**src/rtl/spi_frame_pkg.sv**
```systemverilog
// Shared types and helpers for the SPI frame unpacker: frame layout, FSM states,
// error codes and payload/checksum helpers.
package spi_frame_pkg;

   localparam int unsigned FRAME_W   = 512;
   localparam int unsigned HDR_W     = 32;
   localparam int unsigned WORD_W    = 32;
   localparam int unsigned ADDR_W    = 8;
   localparam int unsigned MAX_WORDS = 15;
   localparam int unsigned WORD0_LSB = FRAME_W - HDR_W - WORD_W;

   // Header occupies the top 32 bits of the frame, magic in the MSB byte.
   typedef struct packed {
      logic [7:0] magic;
      logic [7:0] count;
      logic [7:0] base;
      logic [7:0] csum;
   } hdr_t;

   typedef enum logic [1:0] {
      ST_IDLE  = 2'd0,
      ST_CHECK = 2'd1,
      ST_SEND  = 2'd2
   } state_t;

   typedef enum logic [1:0] {
      ERR_NONE  = 2'd0,
      ERR_MAGIC = 2'd1,
      ERR_COUNT = 2'd2,
      ERR_CSUM  = 2'd3
   } err_code_t;

   // LSB position of payload word k; word 0 sits directly below the header.
   function automatic int unsigned word_lsb(input logic [3:0] k);
      return WORD0_LSB - (32'(k) << 5);
   endfunction

   function automatic logic [WORD_W-1:0] payload_word(input logic [FRAME_W-1:0] f,
                                                      input logic [3:0] k);
      logic [FRAME_W-1:0] s;
      s = f >> word_lsb(k);
      return s[WORD_W-1:0];
   endfunction

   function automatic logic [7:0] byte_xor32(input logic [31:0] w);
      return w[31:24] ^ w[23:16] ^ w[15:8] ^ w[7:0];
   endfunction

endpackage

```
**src/rtl/spi_frame_unpacker.sv**
```systemverilog
// Validates completed SPI frames (magic, count, checksum) and streams the payload
// as addressed 32-bit words over valid/ready; frames arriving while busy are dropped.
module spi_frame_unpacker
   import spi_frame_pkg::*;
#(
   parameter int unsigned DATA_WIDTH = FRAME_W,
   parameter logic [7:0]  MAGIC      = 8'hA5
) (
   input  logic                  clk,
   input  logic                  rst,
   input  logic [DATA_WIDTH-1:0] frame_i,
   input  logic                  frame_valid_i,
   output logic [31:0]           word_o,
   output logic [7:0]            addr_o,
   output logic                  word_valid_o,
   input  logic                  word_ready_i,
   output logic                  busy_o,
   output logic                  done_o,
   output logic                  err_o,
   output logic [1:0]            err_code_o,
   output logic [7:0]            drop_cnt_o
);

   state_t                state_q, state_d;
   logic [DATA_WIDTH-1:0] frame_q, frame_d;
   logic [3:0]            k_q, k_d;
   logic [7:0]            acc_q, acc_d;
   logic [31:0]           word_d;
   logic [7:0]            addr_d;
   logic                  valid_d, busy_d, done_d, err_d;
   err_code_t             code_q, code_d;
   logic [7:0]            drop_d;

   hdr_t                  in_hdr, cap_hdr;
   logic                  last_c;
   logic [7:0]            acc_nxt_c;
   logic [31:0]           cur_word_c, next_word_c;

   assign in_hdr      = hdr_t'(frame_i[DATA_WIDTH-1 -: HDR_W]);
   assign cap_hdr     = hdr_t'(frame_q[DATA_WIDTH-1 -: HDR_W]);
   assign last_c      = (8'(k_q) == (cap_hdr.count - 8'd1));
   assign cur_word_c  = payload_word(frame_q, k_q);
   assign next_word_c = payload_word(frame_q, k_q + 4'd1);
   assign err_code_o  = code_q;

   // Next-state and next-output logic.
   always_comb begin
      state_d   = state_q;
      frame_d   = frame_q;
      k_d       = k_q;
      acc_d     = acc_q;
      word_d    = word_o;
      addr_d    = addr_o;
      valid_d   = word_valid_o;
      busy_d    = busy_o;
      done_d    = 1'b0;
      err_d     = 1'b0;
      code_d    = code_q;
      drop_d    = drop_cnt_o;
      acc_nxt_c = acc_q ^ byte_xor32(cur_word_c);

      case (state_q)
         ST_IDLE: begin
            if (frame_valid_i) begin
               if (in_hdr.magic != MAGIC) begin
                  err_d  = 1'b1;
                  code_d = ERR_MAGIC;
               end else if (in_hdr.count == 8'd0 || in_hdr.count > 8'(MAX_WORDS)) begin
                  err_d  = 1'b1;
                  code_d = ERR_COUNT;
               end else begin
                  frame_d = frame_i;
                  k_d     = 4'd0;
                  acc_d   = 8'd0;
                  busy_d  = 1'b1;
                  state_d = ST_CHECK;
               end
            end
         end

         // One payload word folded into the checksum per cycle.
         ST_CHECK: begin
            if (last_c) begin
               if (acc_nxt_c != cap_hdr.csum) begin
                  err_d   = 1'b1;
                  code_d  = ERR_CSUM;
                  busy_d  = 1'b0;
                  state_d = ST_IDLE;
               end else begin
                  k_d     = 4'd0;
                  valid_d = 1'b1;
                  word_d  = payload_word(frame_q, 4'd0);
                  addr_d  = cap_hdr.base;
                  state_d = ST_SEND;
               end
            end else begin
               k_d   = k_q + 4'd1;
               acc_d = acc_nxt_c;
            end
         end

         ST_SEND: begin
            if (word_ready_i) begin
               if (last_c) begin
                  valid_d = 1'b0;
                  done_d  = 1'b1;
                  busy_d  = 1'b0;
                  state_d = ST_IDLE;
               end else begin
                  k_d    = k_q + 4'd1;
                  word_d = next_word_c;
                  addr_d = cap_hdr.base + 8'(k_q) + 8'd1;
               end
            end
         end

         default: begin
            valid_d = 1'b0;
            busy_d  = 1'b0;
            state_d = ST_IDLE;
         end
      endcase

      if (frame_valid_i && state_q != ST_IDLE && drop_cnt_o != 8'hFF)
         drop_d = drop_cnt_o + 8'd1;
   end

   always_ff @(posedge clk) begin
      if (rst) begin
         state_q      <= ST_IDLE;
         frame_q      <= '0;
         k_q          <= 4'd0;
         acc_q        <= 8'd0;
         word_o       <= 32'd0;
         addr_o       <= 8'd0;
         word_valid_o <= 1'b0;
         busy_o       <= 1'b0;
         done_o       <= 1'b0;
         err_o        <= 1'b0;
         code_q       <= ERR_NONE;
         drop_cnt_o   <= 8'd0;
      end else begin
         state_q      <= state_d;
         frame_q      <= frame_d;
         k_q          <= k_d;
         acc_q        <= acc_d;
         word_o       <= word_d;
         addr_o       <= addr_d;
         word_valid_o <= valid_d;
         busy_o       <= busy_d;
         done_o       <= done_d;
         err_o        <= err_d;
         code_q       <= code_d;
         drop_cnt_o   <= drop_d;
      end
   end

endmodule

```
**config.mk**
```make
export PLATFORM = sky130hd
export DESIGN_NAME = spi_frame_unpacker
export DESIGN_NICKNAME = d
export VERILOG_FILES = /design/src/rtl/spi_frame_pkg.sv /design/src/rtl/spi_frame_unpacker.sv
export SDC_FILE = /design/constraint.sdc
export NUM_CORES = 2
export LEC_CHECK = 0
export ABC_AREA = 1
export CAP_MARGIN = 15
export CORE_ASPECT_RATIO = 1.4
export CORE_MARGIN = 2
export CORE_UTILIZATION = 35
export DETAILED_ROUTE_END_ITERATION = 10
export DONT_BUFFER_PORTS = 1
export SLEW_MARGIN = 30
export SYNTH_ARGS = -nofsm -noshare
export SYNTH_HDL_FRONTEND = slang
export SYNTH_SLANG_ARGS = --single-unit
```
**constraint.sdc**
```tcl
create_clock -name clk -period 3.7 [get_ports clk]
set_clock_uncertainty 0.2 [all_clocks]
set_input_delay 0.74 -clock clk [delete_from_list [all_inputs] [get_ports clk]]
set_output_delay 0.74 -clock clk [all_outputs]
set_load 0.05 [all_outputs]
```
==> flow_metrics.py <==
metrics = {
    "worst_setup_path": {
        "cp_slowest_stage_delay_ps": 370,
        "cp.buffers_inverters": 8,
        "critPathArrivalTime_ps": 4240,
        "path_common_cell": "nand2_1",
        "crit_family": "simple AND/OR/NAND/NOR gates",
        "cpMaxStageDelayCell": "dfxtp_4",
        "worst_setup_path_end_kind": "flop",
        "worstPathMaxFanout": 10,
        "worstSetupStartpointType": "flop",
        "critPathRequiredTime_ps": 4050,
        "crit_type": "flop to flop",
    },
    "timing": {
        "post-route-period-util_pct": 105,
        "finalSetupViolations": 46,
        "hold_violations": 0,
        "finalSetupTns_ps": -6340,
        "rsz0062_at_grt": "yes",
        "final-max-slew-violation-count": 0,
        "finalCriticalPeriod_ps": 3890,
        "slew_headroom_pct": 29.6,
        "worst_slew_pin_slew_ps": 1050,
        "setup_ws_ps": -192,
        "timing.fmax_mhz": 257,
    },
    "floorplan": {
        "dieHeight_um": 351,
        "die_w_um": 252,
        "initial_core_util_pct": 35.2,
        "design.core.area_um2": 85500,
        "io_pins": 570,
        "rows": 127,
        "die_area_um2": 88400,
    },
    "power_and_ir_drop": {
        "p_seq_share_pct": 45.7,
        "internal_power_mw": 10.4,
        "p_leak_nw": 14.4,
        "power_mw": 13.8,
        "power_frac_clock_pct": 50.4,
        "swShare_pct": 24.5,
        "p_per_area_nw_per_um2": 371,
        "switching_power_mw": 3.39,
        "comb_power_share_pct": 3.9,
        "ir_worst_vdd_mv": 0.264,
    },
    "synth": {
        "yosysSeqAreaShare_pct": 38.6,
        "synth_top_family_by_area": "compound AO/OA/AOI/OAI gates",
        "syn_inst": 4618,
        "synth_mux_area_share_pct": 0,
        "yosys-top-cells-area": "dfxtp_1 (39%), o21ai_0 (10%), nor2_1 (9.0%)",
        "synth_fa_ha_area_share_pct": 0.565,
        "synth_top_area_cell": "dfxtp_1",
        "ys.flop_type": "dfxtp_1",
        "synth_edf_count": 0,
        "yosysMostFrequentCell": "nor2_1",
        "async_reset_ff_share_pct": 0,
        "synth_top_area_share_pct": 38.6,
        "synth_cell_types": 45,
        "mappedNetlistArea_um2": 30100,
        "yosysWarnings": 0,
        "synth_xor_area_share_pct": 0.291,
        "synth-seq-cells": 580,
        "syn-num-nets": 5147,
        "synth-simple-area-share_pct": 23.8,
        "synth-compound-area-share_pct": 25.9,
        "syn_area_per_cell_um2": 6.52,
        "yosys-top-cells-count": "nor2_1 (721), nand2_1 (655), o21ai_0 (626)",
    },
    "cells_and_area": {
        "drive_gt1_share_pct": 13.8,
        "multiInputGateArea_um2": 15900,
        "nNetsFinal": 5244,
        "fillers": 9025,
        "area_growth_pct": 23.8,
        "seqCellArea_um2": 11600,
    },
    "status": {
        "status": "finished, violations left",
        "violations": "negative setup slack",
    },
    "detailed_routing": {
        "routedWlPerCell_um": 27.2,
        "dr.pass1.iters": 6,
        "wl_um": 161000,
        "drc": 0,
        "drtIter0Drc": 4000,
        "viasPerCell": 5.81,
        "vias": 34400,
        "ant_nets": 0,
    },
    "run": {
        "cap_violations": 0,
    },
    "placement": {
        "portBuffers": 0,
        "dpl.hpwl_um": 121000,
        "routabilityCongestion": 1.03,
    },
    "clocking": {
        "clk_pin_slew_ps": 70,
        "ctsLongestPathBuffers": 3,
        "clkLatencyLatePin_ps": 660,
        "h-tree-depth": 3,
        "cts_tree": "built",
        "clock-root-buffer": "clkbuf_16",
        "clock_sinks": 580,
        "cts_made_buffers": 66,
    },
    "worst_hold_path": {
        "min_path_type": "input pin to flop",
    },
    "global_route": {
        "grt_max_degree": 159,
        "grt_pass1_wl_um": 222000,
        "grt_usage_pct": 34.6,
        "grt_pass1_vias": 31300,
        "globalRouteOverflowTotal": 0,
        "grt_antenna_before_repair": 87,
    },
}
[final cells by class]
cell class | instances | area share, %
tap | 1096 | 3.68
clock inverter | 23 | 0.745
antenna | 63 | 0.423
timing repair buffer | 393 | 11.3
inverter | 457 | 4.70
sequential | 580 | 31.2
multi-input combinational | 3217 | 42.7
clock buffer | 97 | 5.29
[logic make-up (layout without fill, tap and decap cells)]
| group | Yosys count | in the layout |
|---|---|---|
| AOI/OAI and AO/OA | 1435 | 1435 |
| xor gates and xnor gates | 10 | 10 |
| DFF | 580 | 580 |
| buffers and inverters | 822 | 970 |
| other | 0 | 63 |
| adders and majority gates | 13 | 13 |
| and+or+nand+nor | 1758 | 1759 |
[metal layers]
layer / vias to the layer above / track usage [%] / routed length, um
li1: 15700 / - / -
met1: 16300 / 41.4 / 60300
met2: 2016 / 56.2 / 74300
met3: 463 / 7.30 / 15300
met4: 28 / 22.8 / 11300
met5: - / 0 / 164
[power by group through the flow]
stage	Combinational, mW	Clock [mW]	Sequential, mW
finish	0.533	6.97	6.32
floorplan	0.271	0	6.45
global placement	0.460	0	6.46
detailed placement	0.460	0	6.46
global route	0.567	7.28	6.32
CTS	0.498	7.03	6.32
[path summary, 6_finish.rpt]
kind / endpoint / depth (start not counted) / slack, ps / startpoint
setup reg to reg: word_o[25]$_SDFFE_PP0P_ / 28 / -190 / k_q[0]$_SDFFE_PP0P_
setup / recovery: word_o[25]$_SDFFE_PP0P_ / 28 / -190 / k_q[0]$_SDFFE_PP0P_
hold / removal: frame_q[284]$_SDFFE_PP0P_ / 2 / 20 / frame_i[284]
hold reg to reg: frame_q[508]$_SDFFE_PP0P_ / 2 / 270 / frame_q[508]$_SDFFE_PP0P_
[layout by cell type (no fill, tap or decap), drive strengths merged, types with 28 or more instances in the layout]
cell     synthesis  routed
a21oi          520     520
o21ai          635     635
diode            0      63
inv            452     455
clkbuf         251     103
nand3          313     313
nor3            28      28
o22ai          151     151
buf            114     385
a2111oi         36      36
nor2           723     723
nand2          658     659
dfxtp          580     580
[state kept, by name, summed over array words and instances, names as in the netlist, 2 cells and up]
| name | flops |
|---|---|
| word_o | 32 |
| err_code_o | 2 |
| state_q | 2 |
| drop_cnt_o | 8 |
| k_q | 4 |
| addr_o | 8 |
| acc_q | 8 |
| frame_q | 512 |
[metrics by stage]
stage                     worst slack, ps  util, %  hold slack (ps)  area, um2  instances
final                                -192     43.6             21.8      37300       5926
after detailed placement             -321     38.9              254      33300       5695
after floorplan                      67.6        -              233      30100       4618
after global routing                 -320     43.6             16.4      37300       5918
after global placement               -440     38.9              248      33300       5695
after CTS                           -36.5     42.6             2.21      36400       5839
[timing repair]
| action | CTS | global route |
|---|---|---|
| pin swaps | 6 | 48 |
| endpoints found under the setup margin | 48 | 50 |
| cloned | 10 | 7 |
| gates resized for setup | 111 | 106 |
| setup buffers | 13 | 18 |
| hold buffers | 1 | 0 |
| hold endpoints to repair | 26 | 0 |
Note: power is estimated with default switching activity, not from simulation.
